--- src/rtl/riscv_pkg.sv ---
// riscv_pkg: funct3 load/store encodings and LSU state type
package riscv_pkg;
  localparam logic [2:0] F3_LB  = 3'b000;
  localparam logic [2:0] F3_LH  = 3'b001;
  localparam logic [2:0] F3_LW  = 3'b010;
  localparam logic [2:0] F3_LBU = 3'b100;
  localparam logic [2:0] F3_LHU = 3'b101;
  localparam logic [2:0] F3_SB  = 3'b000;
  localparam logic [2:0] F3_SH  = 3'b001;
  localparam logic [2:0] F3_SW  = 3'b010;
  typedef enum logic [1:0] {IDLE, WAIT, RESP} lsu_state_t;
endpackage

--- src/rtl/load_extend.sv ---
// load_extend: selects the addressed lane of a read word and sign/zero-extends it
module load_extend
  import riscv_pkg::*;
(
  input  logic [31:0] rdata,
  input  logic [1:0]  addr,
  input  logic [2:0]  funct3,
  output logic [31:0] data
);
  logic [7:0]  b;
  logic [15:0] h;
  // lane select then extension by access type
  always_comb begin
    b = rdata[{addr, 3'b000} +: 8];
    h = addr[1] ? rdata[31:16] : rdata[15:0];
    data = funct3 == F3_LB  ? {{24{b[7]}}, b} :
           funct3 == F3_LH  ? {{16{h[15]}}, h} :
           funct3 == F3_LBU ? {24'b0, b} :
           funct3 == F3_LHU ? {16'b0, h} : rdata;
  end
endmodule

--- src/rtl/load_store_unit.sv ---
// load_store_unit: turns an EX/MEM load/store into one req/ack data-memory transaction
module load_store_unit
  import riscv_pkg::*;
#(
  parameter int WIDTH = 32
) (
  input  logic             clk,
  input  logic             rst_n,
  input  logic             mem_read,
  input  logic             mem_write,
  input  logic [2:0]       funct3,
  input  logic [WIDTH-1:0] addr,
  input  logic [WIDTH-1:0] store_data,
  output logic             stall,
  output logic [WIDTH-1:0] data_read,
  output logic             data_valid,
  output logic             access_fault,
  output logic             dmem_req,
  output logic             dmem_we,
  output logic [WIDTH-1:0] dmem_addr,
  output logic [3:0]       dmem_be,
  output logic [WIDTH-1:0] dmem_wdata,
  input  logic [WIDTH-1:0] dmem_rdata,
  input  logic             dmem_ack
);
  lsu_state_t state, state_n;
  logic req, bad, go, done;
  logic [3:0] be_n;
  logic [WIDTH-1:0] wdata_n, ext;
  load_extend u_ext (
    .rdata(dmem_rdata),
    .addr(addr[1:0]),
    .funct3(funct3),
    .data(ext)
  );
  // legality check, lane formatting, handshake decode and next state
  always_comb begin
    req = mem_read | mem_write;
    bad = funct3 == 3'b011 || funct3[2:1] == 2'b11 || (mem_write && funct3[2]) ||
          (funct3[1:0] == 2'b01 && addr[0]) || (funct3[1:0] == 2'b10 && addr[1:0] != 2'b00);
    go = state == IDLE && req && !bad;
    done = state == WAIT && dmem_ack;
    access_fault = state == IDLE && req && bad;
    stall = go || state == WAIT;
    be_n = funct3[1:0] == 2'b00 ? 4'b0001 << addr[1:0] :
           funct3[1:0] == 2'b01 ? (addr[1] ? 4'b1100 : 4'b0011) : 4'b1111;
    wdata_n = funct3[1:0] == 2'b00 ? {4{store_data[7:0]}} :
              funct3[1:0] == 2'b01 ? {2{store_data[15:0]}} : store_data;
    state_n = state == IDLE ? (go ? WAIT : IDLE) :
              state == WAIT ? (dmem_ack ? RESP : WAIT) : IDLE;
  end
  // state register
  always_ff @(posedge clk or negedge rst_n)
    if (!rst_n) state <= IDLE;
    else state <= state_n;
  // memory port and load result registers
  always_ff @(posedge clk or negedge rst_n) begin
    if (!rst_n) begin
      dmem_req <= 1'b0;
      dmem_we <= 1'b0;
      dmem_addr <= '0;
      dmem_be <= 4'b0;
      dmem_wdata <= '0;
      data_read <= '0;
      data_valid <= 1'b0;
    end else begin
      data_valid <= done && !dmem_we;
      if (go) begin
        dmem_req <= 1'b1;
        dmem_we <= mem_write;
        dmem_addr <= {addr[WIDTH-1:2], 2'b00};
        dmem_be <= be_n;
        dmem_wdata <= wdata_n;
      end else if (done) begin
        dmem_req <= 1'b0;
        if (!dmem_we) data_read <= ext;
      end
    end
  end
endmodule

--- config.mk ---
export PLATFORM = sky130hd
export DESIGN_NAME = load_store_unit
export DESIGN_NICKNAME = d
export VERILOG_FILES = /design/src/rtl/riscv_pkg.sv /design/src/rtl/load_extend.sv /design/src/rtl/load_store_unit.sv
export SDC_FILE = /design/constraint.sdc
export NUM_CORES = 1
export LEC_CHECK = 0
export CORE_ASPECT_RATIO = 1.4
export CORE_UTILIZATION = 57
export DETAILED_ROUTE_END_ITERATION = 10
export DONT_BUFFER_PORTS = 1
export PLACE_DENSITY = 0.74
export SYNTH_ARGS = -nofsm -noshare
export SYNTH_HDL_FRONTEND = slang
export SYNTH_SLANG_ARGS = --single-unit
--- constraint.sdc ---
create_clock -name clk -period 1.7 [get_ports clk]
set_clock_uncertainty 0.05 [all_clocks]
set_input_delay 0.34 -clock clk [delete_from_list [all_inputs] [get_ports clk]]
set_output_delay 0.34 -clock clk [all_outputs]
set_load 0.01 [all_outputs]
Word-level counts from Yosys, hierarchy flattened
Cells that the tools add are included.
{ "totals": {"in_bits": 104, "ff_bits": 103} }
{ "op_classes": {"shift": 2, "n_bitwise": 3, "reduce_logical": 21, "muxes": 16, "n_eq_ne": 8} }
{ "ops": {"columns": ["cell", "count"], "rows": [
  ["$mux W32", 6],
  ["$shiftx A32 B6 Y8", 1],
  ["$mux W16", 1],
  ["$mux W4", 3],
  ["$logic_and A1 B1 Y1", 8],
  ["$eq A3 B3 Y1 const B", 2],
  ["$mux W2", 3],
  ["$logic_or A1 B1 Y1", 5],
  ["$eq A2 B1 Y1 const B", 2],
  ["$eq A2 B2 Y1 const B", 2],
  ["$logic_not A2 Y1", 2],
  ["$reduce_bool A2 Y1", 2],
  ["$shl A1 B2 Y4 const A", 1],
  ["$eq A3 B1 Y1 const B", 1],
  ["$eq A3 B2 Y1 const B", 1],
  ["$logic_not A3 Y1", 1],
  ["$mux W1", 3],
  ["$reduce_and A3 Y1", 1],
  ["$logic_not A1 Y1", 2],
  ["$not A1 Y1", 2],
  ["$or A1 B1 Y1", 1]
]} }

Logic depth before layout (Yosys ltp)
{ "logic_depth": {"word_depth": 9, "depth_mapped": 7, "ltp_nobuf": 5} }

Cells and area by module
From an unflattened synthesis, not the netlist that was laid out.
{ "hier_totals": {"hier_cells": 388, "hier_area_um2": 5190.0} }
{ "by_module_without_submodules": {"columns": ["mod", "cells_each", "n_inst", "seq_area_each_um2", "area_each_um2"], "rows": [
  ["load_store_unit", 281, 1, 2577.5, 4524.3],
  ["load_extend", 107, 1, 0.0, 665.6]
]} }

Worst setup path before layout
Ideal clock, no wire load.
{ "synth_timing": {"path_type": "input to output", "from": "in addr[0]", "to": "out stall", "t_arrival_ns": 1.444, "n_path_buf": 3, "setup_slack_ns": -0.134, "cell_stages": 6, "t_required_ns": 1.310, "cell_sequence": "buf_2 nor4_1 o221ai_2 buf_2 buf_2 nand2_1"} }
{ "synth_via": {"elab_chain_cells": 6, "elab_cells_between_ends": 8, "cone_classes": "reduce/logical (8)"} }
{ "synth_rtl": {"columns": ["element", "line", "rtl"], "rows": [
  ["from (decl)", "load_store_unit.sv:12", "input logic [WIDTH-1:0] addr,"],
  ["$reduce_bool A2 Y1 / $logic_and A1 B1 Y1 (equally long branches)", "load_store_unit.sv:40", "(funct3[1:0] == 2'b01 && addr[0]) || (funct3[1:0] == 2'b10 && addr[1:0] != 2'b00);"],
  ["$logic_and A1 B1 Y1 / $logic_or A1 B1 Y1 (equally long branches)", "load_store_unit.sv:40, load_store_unit.sv:39", null],
  ["$logic_or A1 B1 Y1 (*)", "load_store_unit.sv:40", null],
  ["$logic_not A1 Y1 (*)", "load_store_unit.sv:41", "go = state == IDLE && req && !bad;"],
  ["$logic_and A1 B1 Y1 (*)", "load_store_unit.sv:41", null],
  ["$logic_or A1 B1 Y1 (*)", "load_store_unit.sv:44", "stall = go || state == WAIT;"],
  ["to (decl)", "load_store_unit.sv:14", "output logic stall,"]
]} }
Mark *: on every way between the ends. The rest lies on a longest branch, timed or not.

Worst setup path after layout
{ "layout_timing": {"from": "reg state[1]", "to": "reg data_read[0]"} }
{ "layout_via": {"elab_chain_cells": 5, "elab_cells_between_ends": 7, "cone_classes": "eq/ne (1); bitwise (1); reduce/logical (5)"} }
{ "layout_rtl": {"columns": ["element", "line", "rtl"], "rows": [
  ["from (decl)", "load_store_unit.sv:26", "lsu_state_t state, state_n;"],
  ["from (signal assigned)", "load_store_unit.sv:55", "else state <= state_n;"],
  ["$logic_not A2 Y1", "load_store_unit.sv:41", null],
  ["$logic_and A1 B1 Y1 (2 in a row)", "load_store_unit.sv:41", null],
  ["$not A1 Y1 (no line)", null, null],
  ["$reduce_and A3 Y1 (no line) (*)", null, null],
  ["to (signal assigned)", "load_store_unit.sv:76", "if (!dmem_we) data_read <= ext;"],
  ["to (decl)", "load_store_unit.sv:15", "output logic [WIDTH-1:0] data_read,"]
]} }
Marks and branches as above.
A chain may end at the register's enable or synchronous reset.

==> flow_summary.ini <==
[setup_path]
path_common_cell = o21ai_0
crit_chain = nand3b_1, or2_2, inv_2, buf_12, o21ai_0, o21ai_0
crit_fanout = 24
critPathSlowestCell = dfrtp_1
rrSetupSlack_ps = 50
startpoint_type = flip-flop
worstSetupEndpointType = flip-flop
slowest_delay_ps = 400
worst-setup-path-type = reg2reg
worstPathRequired_ps = 1910
arrival_ps = 1860

[detailed_routing]
viasPerCell = 6.27
drt_iter0_markers = 196
firstDrtPassIters = 4
ant_nets = 0
drt_wl_total_um = 11500
route.detailed.drc = 0
vias = 3381
wl_per_cell_um = 21.4

[cells_and_area]
area_growth_pct = 7.31
final_cells = 539
fin_nets = 540
n_antenna_cell = 0
seqCellArea_mm2 = 0.00258
finalInstanceArea_mm2 = 0.00507
fill_cells = 664
multiInputGateArea_mm2 = 0.00201
layout-drive-gt1-share = 0.175

[timing]
max-slew-margin-rel = 0.640
fmax_mhz = 607
fin_crit_sh = 0.970
worst_pin_slew_ps = 539
rsz0062_at_grt = yes
hold_viol = 103
holdWs_ps = -391
fin_crit_ps = 1650
slew_violations = 0
final-setup-viol-count = 0

[clock_tree]
root_buffer = clkbuf_8
path_clk_slew_ps = 90
htree_levels = 3
cts_tree = yes
clock_sinks = 103
clock_path_buffers = 2
clock_latency_ps = 360
numCtsBuffers = 9

[grt]
grt_remaining_overflow = 0
grt_max_degree = 104
grt_pass1_wl_um = 17300
track_usage = 0.270
first_global_vias = 3432
grt_antenna_before_repair = 0

[logic_synthesis]
synth_top_cell_area_share = 0.546
synth_area_per_cell_um2 = 10.6
yosysSeqAreaShare = 0.546
synth-edff-count = 0
synth_ff_type = dfrtp_1
synth_cell_type_count = 38
syn_area_mm2 = 0.00472
yosys-top-cells-area = dfrtp_1 55%, mux2_2 9.3%, mux2i_1 5.1%, o21ai_0 5.1%, nand2_1 5.1%
synthCells = 444
synth_top_area_cell = dfrtp_1
ys_seq_elements = 103
ys_warn_count = 0
async_flop_share = 1.00

[floorplan]
die_height_um = 110
core_mm2 = 0.00789
start_util = 0.598
rows = 38
io_pins = 209
die_x_um = 78.9
die_area_mm2 = 0.00866

[run_status]
violations = negative hold slack
status = complete, but fails checks

[power]
vdd_drop_max_uv = 960
leakage_nw = 2.28
power.density_mw_per_mm2 = 1500

[placement]
placed_cell_area_mm2 = 0.00482
place_congestion = 0.840
dp_hpwl_um = 8370
dpl.cell_count = 521
port_buffers = 0

[worst_hold_path]
min_path_type = in2async

[run]
maxCapViolations = 0
## sequential cells by signal, indices dropped and copies added, names as in the netlist
name and flops:
data_valid 1, dmem_req 1, dmem_be 4, state 2, dmem_addr 30, data_read 32
dmem_we 1, dmem_wdata 32
## per-layer routing
layer / track usage / vias up / wire length, um
li1: - / 1537 / -
met1: 0.281 / 1633 / 3840
met2: 0.463 / 177 / 5990
met3: 0.105 / 34 / 1250
met4: 0.155 / 0 / 460
met5: 0 / - / 0
## cell usage in the layout, fill, tap and decap left out, types with 2 or more instances in the layout
master / Yosys / routed
a211o_1: 6 / 6
a21oi_1: 34 / 34
a221oi_1: 9 / 8
a22o_1: 7 / 7
a31oi_1: 2 / 2
and3b_1: 8 / 8
buf_12: 0 / 2
buf_4: 2 / 12
bufinv_16: 0 / 2
clkbuf_8: 0 / 10
conb_1: 1 / 2
dfrtp_1: 103 / 103
inv_1: 4 / 4
mux2_2: 39 / 39
mux2i_1: 24 / 24
nand2_1: 64 / 63
nand2b_1: 3 / 3
nor2_1: 26 / 25
nor2_2: 1 / 2
nor2b_1: 3 / 3
nor3_1: 3 / 3
o21ai_0: 48 / 47
o21ai_1: 4 / 5
o21bai_1: 2 / 2
or2_2: 2 / 2
or3_1: 6 / 6
## worst paths after layout
kind,end,depth (start not counted),startpoint
hold / removal,data_read[25],0,rst_n
hold reg to reg,data_read[13],2,data_read[13]
min in group clk,state[0],1,dmem_ack
max in group asynchronous,data_read[3],0,rst_n
setup / recovery,data_read[0],6,state[1]
setup reg to reg,data_read[0],6,state[1]
## repair_timing
item                                   CTS  global route
gates resized for setup                  1             2
endpoints found under the hold margin  103           103
buffers inserted                         1             3
setup endpoints to repair                2             2
pin swaps                                2             3
## cells in the mapped netlist (all sizes together) (2+ instances only)
library cell and count:
o21ai 52, buf 22, nand2 64, or3 6, and3b 8, mux2 39
a21oi 34, mux2i 24, a211o 6, nor3 3, nor2 27, a22o 7
dfrtp 103, clkbuf 12, a31oi 2, inv 5, a221oi 9, nand2b 3
o21bai 2, nor2b 3, or2 2
## power breakdown
group	internal [mW]	total (mW)	leakage, nW	switching, mW
clock	0.857	1.65	0.105	0.789
sequential	3.42	4.62	1.24	1.20
combinational	0.701	1.31	0.932	0.612
## worst max-delay path: cells and delay by family, from the launching register on
| kind | cells | cell delay (ps) |
|---|---|---|
| simple gates | 2 | 540 |
| flops | 1 | 400 |
| compound gates | 2 | 290 |
| buf+inv | 2 | 260 |
## cell families (layout without fill, tap and decap cells)
| logic type | after synthesis | in the layout | share of synthesized area |
|---|---|---|---|
| buffers and inverters | 39 | 33 | 0.0381 |
| other | 1 | 2 | 0.000794 |
| AO/OA/AOI/OAI | 118 | 118 | 0.152 |
| AND/OR/NAND/NOR | 119 | 119 | 0.114 |
| multiplexers | 64 | 64 | 0.149 |
| flip-flops | 103 | 103 | 0.546 |
## layout make-up
cell class	instances	share of cell area
Timing Repair Buffer	14	0.0257
Inverter	5	0.00370
Sequential cell	103	0.509
Clock inverter	3	0.0136
Tap cell	100	0.0247
Clock buffer	11	0.0279
Multi-Input combinational cell	303	0.396
## stage by stage
step	worst slack [ps]	power, mW	TNS, ps	hold slack [ps]	utilization
2_1_floorplan	7.92	5.52	0	-5.59	-
3_3_place_gp	9.85	5.85	0	-3.06	0.611
3_5_place_dp	-65.9	5.99	-97.8	-2.95	0.611
4_1_cts	1.87	7.63	0	-405	0.639
5_1_grt	-6.50	8.00	-6.50	-415	0.642
6_report	51.8	7.58	0	-391	0.642
No activity file was read; power rests on OpenSTA's default activity.
